==> src/rtl/morphologic_fitness_unit_if.sv <==
// rtl/morphologic_fitness_unit_if.sv - start/result bundle between the fitness unit and its host
// Optional mask signal present when MORPH_FITNESS_MASK_EN is defined.
interface morphologic_fitness_unit_if #(
   parameter int ImageWidth  = 8,
   parameter int ImageHeight = 8,
   parameter int ScoreWidth  = 7
);
   localparam int Pixels = ImageWidth * ImageHeight;

   logic                  start;
   logic [Pixels-1:0]     image;
   logic [Pixels-1:0]     target;
`ifdef MORPH_FITNESS_MASK_EN
   logic [Pixels-1:0]     mask;
`endif
   logic                  busy;
   logic                  done;
   logic [ScoreWidth-1:0] score;
   logic [ScoreWidth-1:0] falsePos;
   logic [ScoreWidth-1:0] falseNeg;

`ifdef MORPH_FITNESS_MASK_EN
   modport master (output start, image, target, mask,
                   input  busy, done, score, falsePos, falseNeg);
   modport slave  (input  start, image, target, mask,
                   output busy, done, score, falsePos, falseNeg);
`else
   modport master (output start, image, target,
                   input  busy, done, score, falsePos, falseNeg);
   modport slave  (input  start, image, target,
                   output busy, done, score, falsePos, falseNeg);
`endif
endinterface

==> src/rtl/morphologic_fitness_unit.sv <==
// rtl/morphologic_fitness_unit.sv - chunked match / false-positive / false-negative counter for image fitness
// Optional care mask enabled by defining MORPH_FITNESS_MASK_EN.
module morphologic_fitness_unit #(
   parameter int ImageWidth  = 8,
   parameter int ImageHeight = 8,
   parameter int ChunkWidth  = 8,
   parameter int ScoreWidth  = 7
) (
   input logic clk,
   input logic rst,
   morphologic_fitness_unit_if.slave bus
);
   localparam int Pixels = ImageWidth * ImageHeight;
   localparam int N      = Pixels / ChunkWidth;
   localparam int CntW   = (N > 1) ? $clog2(N) : 1;
   localparam logic [CntW-1:0] LastChunk = CntW'(N - 1);

   typedef enum logic [1:0] {IDLE, BUSY, DONE} state_t;

   state_t                state;
   logic [Pixels-1:0]     img_sr;
   logic [Pixels-1:0]     tgt_sr;
   logic [CntW-1:0]       chunk_cnt;
   logic [ScoreWidth-1:0] acc_match, acc_fp, acc_fn;
   logic [ScoreWidth-1:0] score_q, fp_q, fn_q;
   logic                  busy_q, done_q;

   logic [ChunkWidth-1:0] care;
   logic [ChunkWidth-1:0] match_bits, fp_bits, fn_bits;
   logic [ScoreWidth-1:0] c_match, c_fp, c_fn;

`ifdef MORPH_FITNESS_MASK_EN
   logic [Pixels-1:0]     msk_sr;
   assign care = msk_sr[ChunkWidth-1:0];
`else
   assign care = '1;
`endif

   assign match_bits = ~(img_sr[ChunkWidth-1:0] ^ tgt_sr[ChunkWidth-1:0]) & care;
   assign fp_bits    =   img_sr[ChunkWidth-1:0] & ~tgt_sr[ChunkWidth-1:0]  & care;
   assign fn_bits    =  ~img_sr[ChunkWidth-1:0] &  tgt_sr[ChunkWidth-1:0]  & care;

   // Popcount of the current chunk's classification bits
   always_comb begin
      c_match = '0;
      c_fp    = '0;
      c_fn    = '0;
      for (int i = 0; i < ChunkWidth; i++) begin
         c_match = c_match + ScoreWidth'(match_bits[i]);
         c_fp    = c_fp    + ScoreWidth'(fp_bits[i]);
         c_fn    = c_fn    + ScoreWidth'(fn_bits[i]);
      end
   end

   // Control FSM: load on start, walk the chunks, publish results and pulse done
   always_ff @(posedge clk) begin
      if (!rst) begin
         state     <= IDLE;
         img_sr    <= '0;
         tgt_sr    <= '0;
`ifdef MORPH_FITNESS_MASK_EN
         msk_sr    <= '0;
`endif
         chunk_cnt <= '0;
         acc_match <= '0;
         acc_fp    <= '0;
         acc_fn    <= '0;
         score_q   <= '0;
         fp_q      <= '0;
         fn_q      <= '0;
         busy_q    <= 1'b0;
         done_q    <= 1'b0;
      end else begin
         case (state)
            IDLE: begin
               done_q <= 1'b0;
               if (bus.start) begin
                  img_sr    <= bus.image;
                  tgt_sr    <= bus.target;
`ifdef MORPH_FITNESS_MASK_EN
                  msk_sr    <= bus.mask;
`endif
                  chunk_cnt <= '0;
                  acc_match <= '0;
                  acc_fp    <= '0;
                  acc_fn    <= '0;
                  busy_q    <= 1'b1;
                  state     <= BUSY;
               end
            end
            BUSY: begin
               acc_match <= acc_match + c_match;
               acc_fp    <= acc_fp + c_fp;
               acc_fn    <= acc_fn + c_fn;
               img_sr    <= img_sr >> ChunkWidth;
               tgt_sr    <= tgt_sr >> ChunkWidth;
`ifdef MORPH_FITNESS_MASK_EN
               msk_sr    <= msk_sr >> ChunkWidth;
`endif
               chunk_cnt <= chunk_cnt + 1'b1;
               if (chunk_cnt == LastChunk) begin
                  // Final chunk: publish sums including this chunk's contribution
                  score_q <= acc_match + c_match;
                  fp_q    <= acc_fp + c_fp;
                  fn_q    <= acc_fn + c_fn;
                  busy_q  <= 1'b0;
                  done_q  <= 1'b1;
                  state   <= DONE;
               end
            end
            DONE: begin
               done_q <= 1'b0;
               state  <= IDLE;
            end
            default: begin
               busy_q <= 1'b0;
               done_q <= 1'b0;
               state  <= IDLE;
            end
         endcase
      end
   end

   assign bus.busy     = busy_q;
   assign bus.done     = done_q;
   assign bus.score    = score_q;
   assign bus.falsePos = fp_q;
   assign bus.falseNeg = fn_q;
endmodule

==> src/flat_wrapper.sv <==
// flat-port wrapper written by rule: the top's interface ports become plain ports
module morphologic_fitness_unit_flat 
#(
   parameter int ImageWidth  = 8,
   parameter int ImageHeight = 8,
   parameter int ChunkWidth  = 8,
   parameter int ScoreWidth  = 7
)
  (clk, rst, bus_start, bus_image, bus_target, bus_busy, bus_done, bus_score, bus_falsePos, bus_falseNeg);
  morphologic_fitness_unit_if #(.ImageWidth(ImageWidth), .ImageHeight(ImageHeight), .ScoreWidth(ScoreWidth)) bus_i ();
  input logic clk;
  input logic rst;
  input wire logic [$bits(bus_i.start)-1:0] bus_start;
  input wire logic [$bits(bus_i.image)-1:0] bus_image;
  input wire logic [$bits(bus_i.target)-1:0] bus_target;
  output wire logic [$bits(bus_i.busy)-1:0] bus_busy;
  output wire logic [$bits(bus_i.done)-1:0] bus_done;
  output wire logic [$bits(bus_i.score)-1:0] bus_score;
  output wire logic [$bits(bus_i.falsePos)-1:0] bus_falsePos;
  output wire logic [$bits(bus_i.falseNeg)-1:0] bus_falseNeg;
  assign bus_i.start = bus_start;
  assign bus_i.image = bus_image;
  assign bus_i.target = bus_target;
  assign bus_busy = bus_i.busy;
  assign bus_done = bus_i.done;
  assign bus_score = bus_i.score;
  assign bus_falsePos = bus_i.falsePos;
  assign bus_falseNeg = bus_i.falseNeg;
  morphologic_fitness_unit #(.ImageWidth(ImageWidth), .ImageHeight(ImageHeight), .ChunkWidth(ChunkWidth), .ScoreWidth(ScoreWidth)) u_core (.clk(clk), .rst(rst), .bus(bus_i));
endmodule
==> config.mk <==
export PLATFORM = sky130hd
export DESIGN_NAME = morphologic_fitness_unit_flat
export DESIGN_NICKNAME = d
export VERILOG_FILES = /design/src/rtl/morphologic_fitness_unit_if.sv /design/src/rtl/morphologic_fitness_unit.sv /design/src/flat_wrapper.sv
export SDC_FILE = /design/constraint.sdc
export NUM_CORES = 1
export LEC_CHECK = 0
export ABC_AREA = 1
export CORE_MARGIN = 2
export CORE_UTILIZATION = 57
export CTS_CLUSTER_DIAMETER = 100
export DETAILED_ROUTE_END_ITERATION = 6
export PLACE_DENSITY_LB_ADDON = 0.25
export SLEW_MARGIN = 20
export SYNTH_ARGS = -nofsm -noshare
export SYNTH_HDL_FRONTEND = slang
export SYNTH_SLANG_ARGS = --single-unit
==> constraint.sdc <==
create_clock -name clk -period 11.95 [get_ports clk]
set_input_delay 1.195 -clock clk [delete_from_list [all_inputs] [get_ports clk]]
set_output_delay 1.195 -clock clk [all_outputs]
set_load 0.005 [all_outputs]
==> results.md <==
- Outcome: complete, no violations
- Worst skew pair latency: ~0.43 ns
- Multi-input logic area: approximately 0.0043 sq mm
- Antenna Nets Post-Route: 0
- CP delay by family, top: adder cells
- Diode count: 0
- Worst-path maximum fanout: 2
- Gpl congestion: between 0.8 and 0.9
- Gr ovfl total: 0
- Layout area overhead: 23.58%
- Combinational power share: 26.7%
- Via count: between 7000 and 8000
- Worst path slowest cell: fa_1
- Synth Instances: 1083
- Clock transition at the registers of the reported paths: about 0.06 ns
- Largest net degree at the start of global routing: around 110
- P_sw: between 500 and 600 uW
- Root Buffer: clkbuf_16
- Clock Power Share: 34.3%
- Syn_nets: ~1300
- Nets@finish: 1392
- Worst r2r path cells: 18
- Placed cell area: 0.01009 sq mm
- Crit path depth: 18
- Leakage power total: 4.686 nW
- Reg-to-reg endpoint: u_core.bus.score[4]
- Mapped Area: 0.008675 sq mm
- Hold Path Origin: u_core.tgt_sr[58]
- TNS Setup: 0 ns
- Flop pwr share: 39.0%
- Crit end category: register
- Max Clk Rate: roughly 250 MHz
- Fin. Hold Viols: 0
- DR vias/cell: about 5.3
- Number of remaining DRC errors: 0
- Global Route met3 Usage: under 10%
- Critical path's largest stage delay: 0.55 ns
- RSZ-0062 raised after global routing: false
- PD cells: ~160 mW/mm^2
- Total wire length: 20830 um
- YS warnings: 0
- Final HPWL DP: 13580 um
- Worst setup path class: register to register
- CP dominant cell by count: inv_1
- Core footprint: 0.01503 sq mm
- M2 GR Usage: between 40% and 50%
- Wire length per cell: 14.94 um
- Chip width: around 130 um
- Ports: about 150
- Placed instance count: 1364
- CTS tree: built
- Layout cells sized above 1: 7.711%
- Final Critical Period: 4.043 ns
- CP Buf/Inv Count: 6
- Final core occ: between 70 and 80%
- Final setup vio count: 0
- Initial antenna violation count: 0
- IO buf count: 153
- First-pass iteration count of the detailed router: 5
- Switching part of the total: slightly above 30%
- Number of max-cap violations: 0
- Fin area: around 0.011 sq mm
- WHS Path Cells: 2
- Worst Hold Path EP: u_core.tgt_sr[58]
- Slew headroom: about two fifths
- Final Cycle Share: between 30% and 40%
- Distinct cells, synth: 38
- Clock H-tree levels: 4
- Worst Path Required: between 10 and 15 ns
- CP Cell Sequence: inv_1, ha_1, ha_1, inv_1, fa_1, fa_1, inv_1, fa_1, ha_1, inv_1, fa_1, inv_1, nand2_1, nand2_1, nand2_1, xor2_1, a21o_1, inv_1
- Reg2reg setup slack: ~7.9 ns
- Final-report max-slew violation count: 0
- Setup bufs post-CTS: 0
- Site Rows: 45
- Reg2reg start: u_core.tgt_sr[0]
- Final worst setup slack: roughly 7.9 ns
- Pre-CTS WS: between 7 and 8 ns
- First-pass GRT wire length: around 33000 um
- Hold Path Class: register to register
- FF/Latch Area: around 0.0035 sq mm
- Worst Skew: between 0.006 and 0.007 ns
- Post-CTS Hold Fix Bufs: 0
- Initial drt markers: about 560
- Die height: ~130 um
- Startpoint types: register
- Clock buffer depth: 2
- Gr usage total: 25.75%
- Vias in the first global route: approximately 7000
- Avg Inst Size Synth: between 8 and 9 sq um
- Die area: about 0.016 sq mm
- Initial Util: 57.70%
- Internal power: approximately 1.2 mW
- Fillers: 1240
- Clock sink count: ~180
- Sequential area share after synthesis: approximately two fifths
- Final instance count without filler cells: about 1400
- PostCTS Resize Cnt: 0
- GR peak layer: met2
- Pin slew with the least headroom to its limit: 0.9178 ns
- Worst Path Arrival: 4.37 ns
- GR Layer Usage met1: 33.43%
- Register bit total from synthesis: about 180
- Maximum VDD drop: ~0.18 mV
- CTS Buf Count: 17
## flip-flops by register name, indices dropped and copies added (netlist names)
| name | count |
|---|---|
| u_core.bus.done | 1 |
| u_core.chunk_cnt | 3 |
| u_core.tgt_sr | 64 |
| u_core.acc_match | 7 |
| u_core.bus.score | 7 |
| u_core.state | 2 |
| u_core.img_sr | 64 |
| u_core.bus.falseNeg | 7 |
| u_core.bus.busy | 1 |
| u_core.acc_fn | 7 |
| u_core.bus.falsePos | 7 |
| u_core.acc_fp | 7 |
## power groups by stage
| stage | registers, mW | clock network [mW] | logic, mW |
|---|---|---|---|
| 2_1_floorplan | 0.679 | 0 | 0.330 |
| 3_3_place_gp | 0.687 | 0 | 0.447 |
| 3_5_place_dp | 0.688 | 0 | 0.458 |
| 4_1_cts | 0.676 | 0.602 | 0.470 |
| 5_1_grt | 0.682 | 0.626 | 0.531 |
| 6_report | 0.677 | 0.596 | 0.465 |
## metrics by stage
stage | total power [mW] | hold slack [ns]
2_1_floorplan | 1.010 | 0.4286
3_3_place_gp | 1.134 | 0.4408
3_5_place_dp | 1.147 | 0.4501
4_1_cts | 1.747 | 0.4651
5_1_grt | 1.839 | 0.4800
6_report | 1.738 | 0.4594
## final cells by class
type / count / area share, %
Clock buffer: 21 / 4.388
Multi-Input combinational cell: 732 / 40.48
Clock inverter: 9 / 1.447
Tap cell: 188 / 2.194
Inverter: 109 / 3.852
Sequential cell: 177 / 33.05
Timing Repair Buffer: 158 / 14.59
## layout by cell type, fill, tap and decap left out, types with 4 or more instances in the layout
| master | n |
|---|---|
| inv_2 | 5 |
| nand2_1 | 252 |
| a31oi_1 | 49 |
| or2_2 | 5 |
| fa_1 | 12 |
| inv_1 | 102 |
| nand3b_1 | 4 |
| o21a_1 | 9 |
| xor2_1 | 6 |
| o22ai_1 | 10 |
| o31ai_1 | 8 |
| buf_4 | 5 |
| o21ai_0 | 85 |
| dfxtp_1 | 177 |
| o32ai_1 | 8 |
| o31ai_2 | 39 |
| clkbuf_16 | 17 |
| o21ai_1 | 12 |
| clkdlybuf4s50_1 | 152 |
| nor2_1 | 121 |
| a21oi_1 | 18 |
| nand3_1 | 20 |
| ha_1 | 54 |
| bufinv_16 | 4 |
## worst register-to-register path: cells and delay by family, from the launching register on
kind            cells  cell delay, ns
simple gates        3            0.20
fa+ha+maj           7            2.75
compound gates      1            0.13
xor+xnor            1            0.17
flops               1            0.35
buf+inv             6            0.36
## cells in the mapped netlist
| library cell | number | share of area [%] |
|---|---|---|
| nand2_1 | 252 | 11 |
| dfxtp_1 | 177 | 41 |
| nor2_1 | 121 | 5.2 |
| inv_1 | 102 | 4.4 |
| o21ai_0 | 85 | 4.9 |
| ha_1 | 54 | 7.8 |
| a31oi_1 | 49 | 3.5 |
| o31ai_2 | 39 | 5.6 |
| buf_2 | 22 | 1.3 |
| clkbuf_1 | 20 | 0.87 |
| nand3_1 | 20 | 1.2 |
| a21oi_1 | 18 | 1.0 |
| buf_4 | 16 | 1.4 |
| fa_1 | 12 | 2.8 |
| o21ai_1 | 12 | 0.69 |
| o22ai_1 | 10 | 0.72 |
| o21a_1 | 9 | 0.78 |
| o31ai_1 | 8 | 0.69 |
| o32ai_1 | 8 | 0.81 |
| buf_6 | 7 | 0.91 |
| xor2_1 | 6 | 0.61 |
| inv_2 | 5 | 0.22 |
| or2_2 | 5 | 0.36 |
| nand3b_1 | 4 | 0.35 |
| a22o_1 | 3 | 0.30 |
| and2_1 | 3 | 0.22 |
| a21o_1 | 2 | 0.17 |
| nand2_2 | 2 | 0.14 |
| nor2_4 | 2 | 0.26 |
| xnor2_1 | 2 | 0.20 |
| a32o_1 | 1 | 0.12 |
| clkinv_2 | 1 | 0.058 |
| inv_4 | 1 | 0.072 |
| nand2_4 | 1 | 0.13 |
| nand2_8 | 1 | 0.23 |
| nand4_1 | 1 | 0.072 |
| nor2_2 | 1 | 0.072 |
| o211ai_1 | 1 | 0.087 |
## worst max-delay path by stage
stage | endpoint | slack [ns] | start
after floorplan | u_core.bus.score[4] | 8.16 | u_core.tgt_sr[0]
after global placement | u_core.bus.score[4] | 7.97 | u_core.tgt_sr[1]
after detailed placement | u_core.bus.score[4] | 7.96 | u_core.tgt_sr[0]
after CTS | u_core.bus.score[4] | 7.89 | u_core.tgt_sr[0]
after global routing | u_core.bus.score[4] | 7.68 | u_core.tgt_sr[0]
final | u_core.bus.score[4] | 7.91 | u_core.tgt_sr[0]
## routing by layer
layer,wire length (um),up-vias
met5,0,-
met4,250,0
met3,919,23
met2,10380,177
met1,9278,3469
li1,-,3781
## cells by family (layout without fill, tap and decap cells)
family                     count (synthesis)  in the layout  synth area share, %
and+or+nand+nor                          413            413                19.13
adders and majority gates                 66             66                10.56
buffers and inverters                    174            297                9.188
AOI/OAI and AO/OA                        245            245                19.47
xor gates and xnor gates                   8              8               0.8078
DFF                                      177            177                40.85
(Power assumes the default switching activity.)
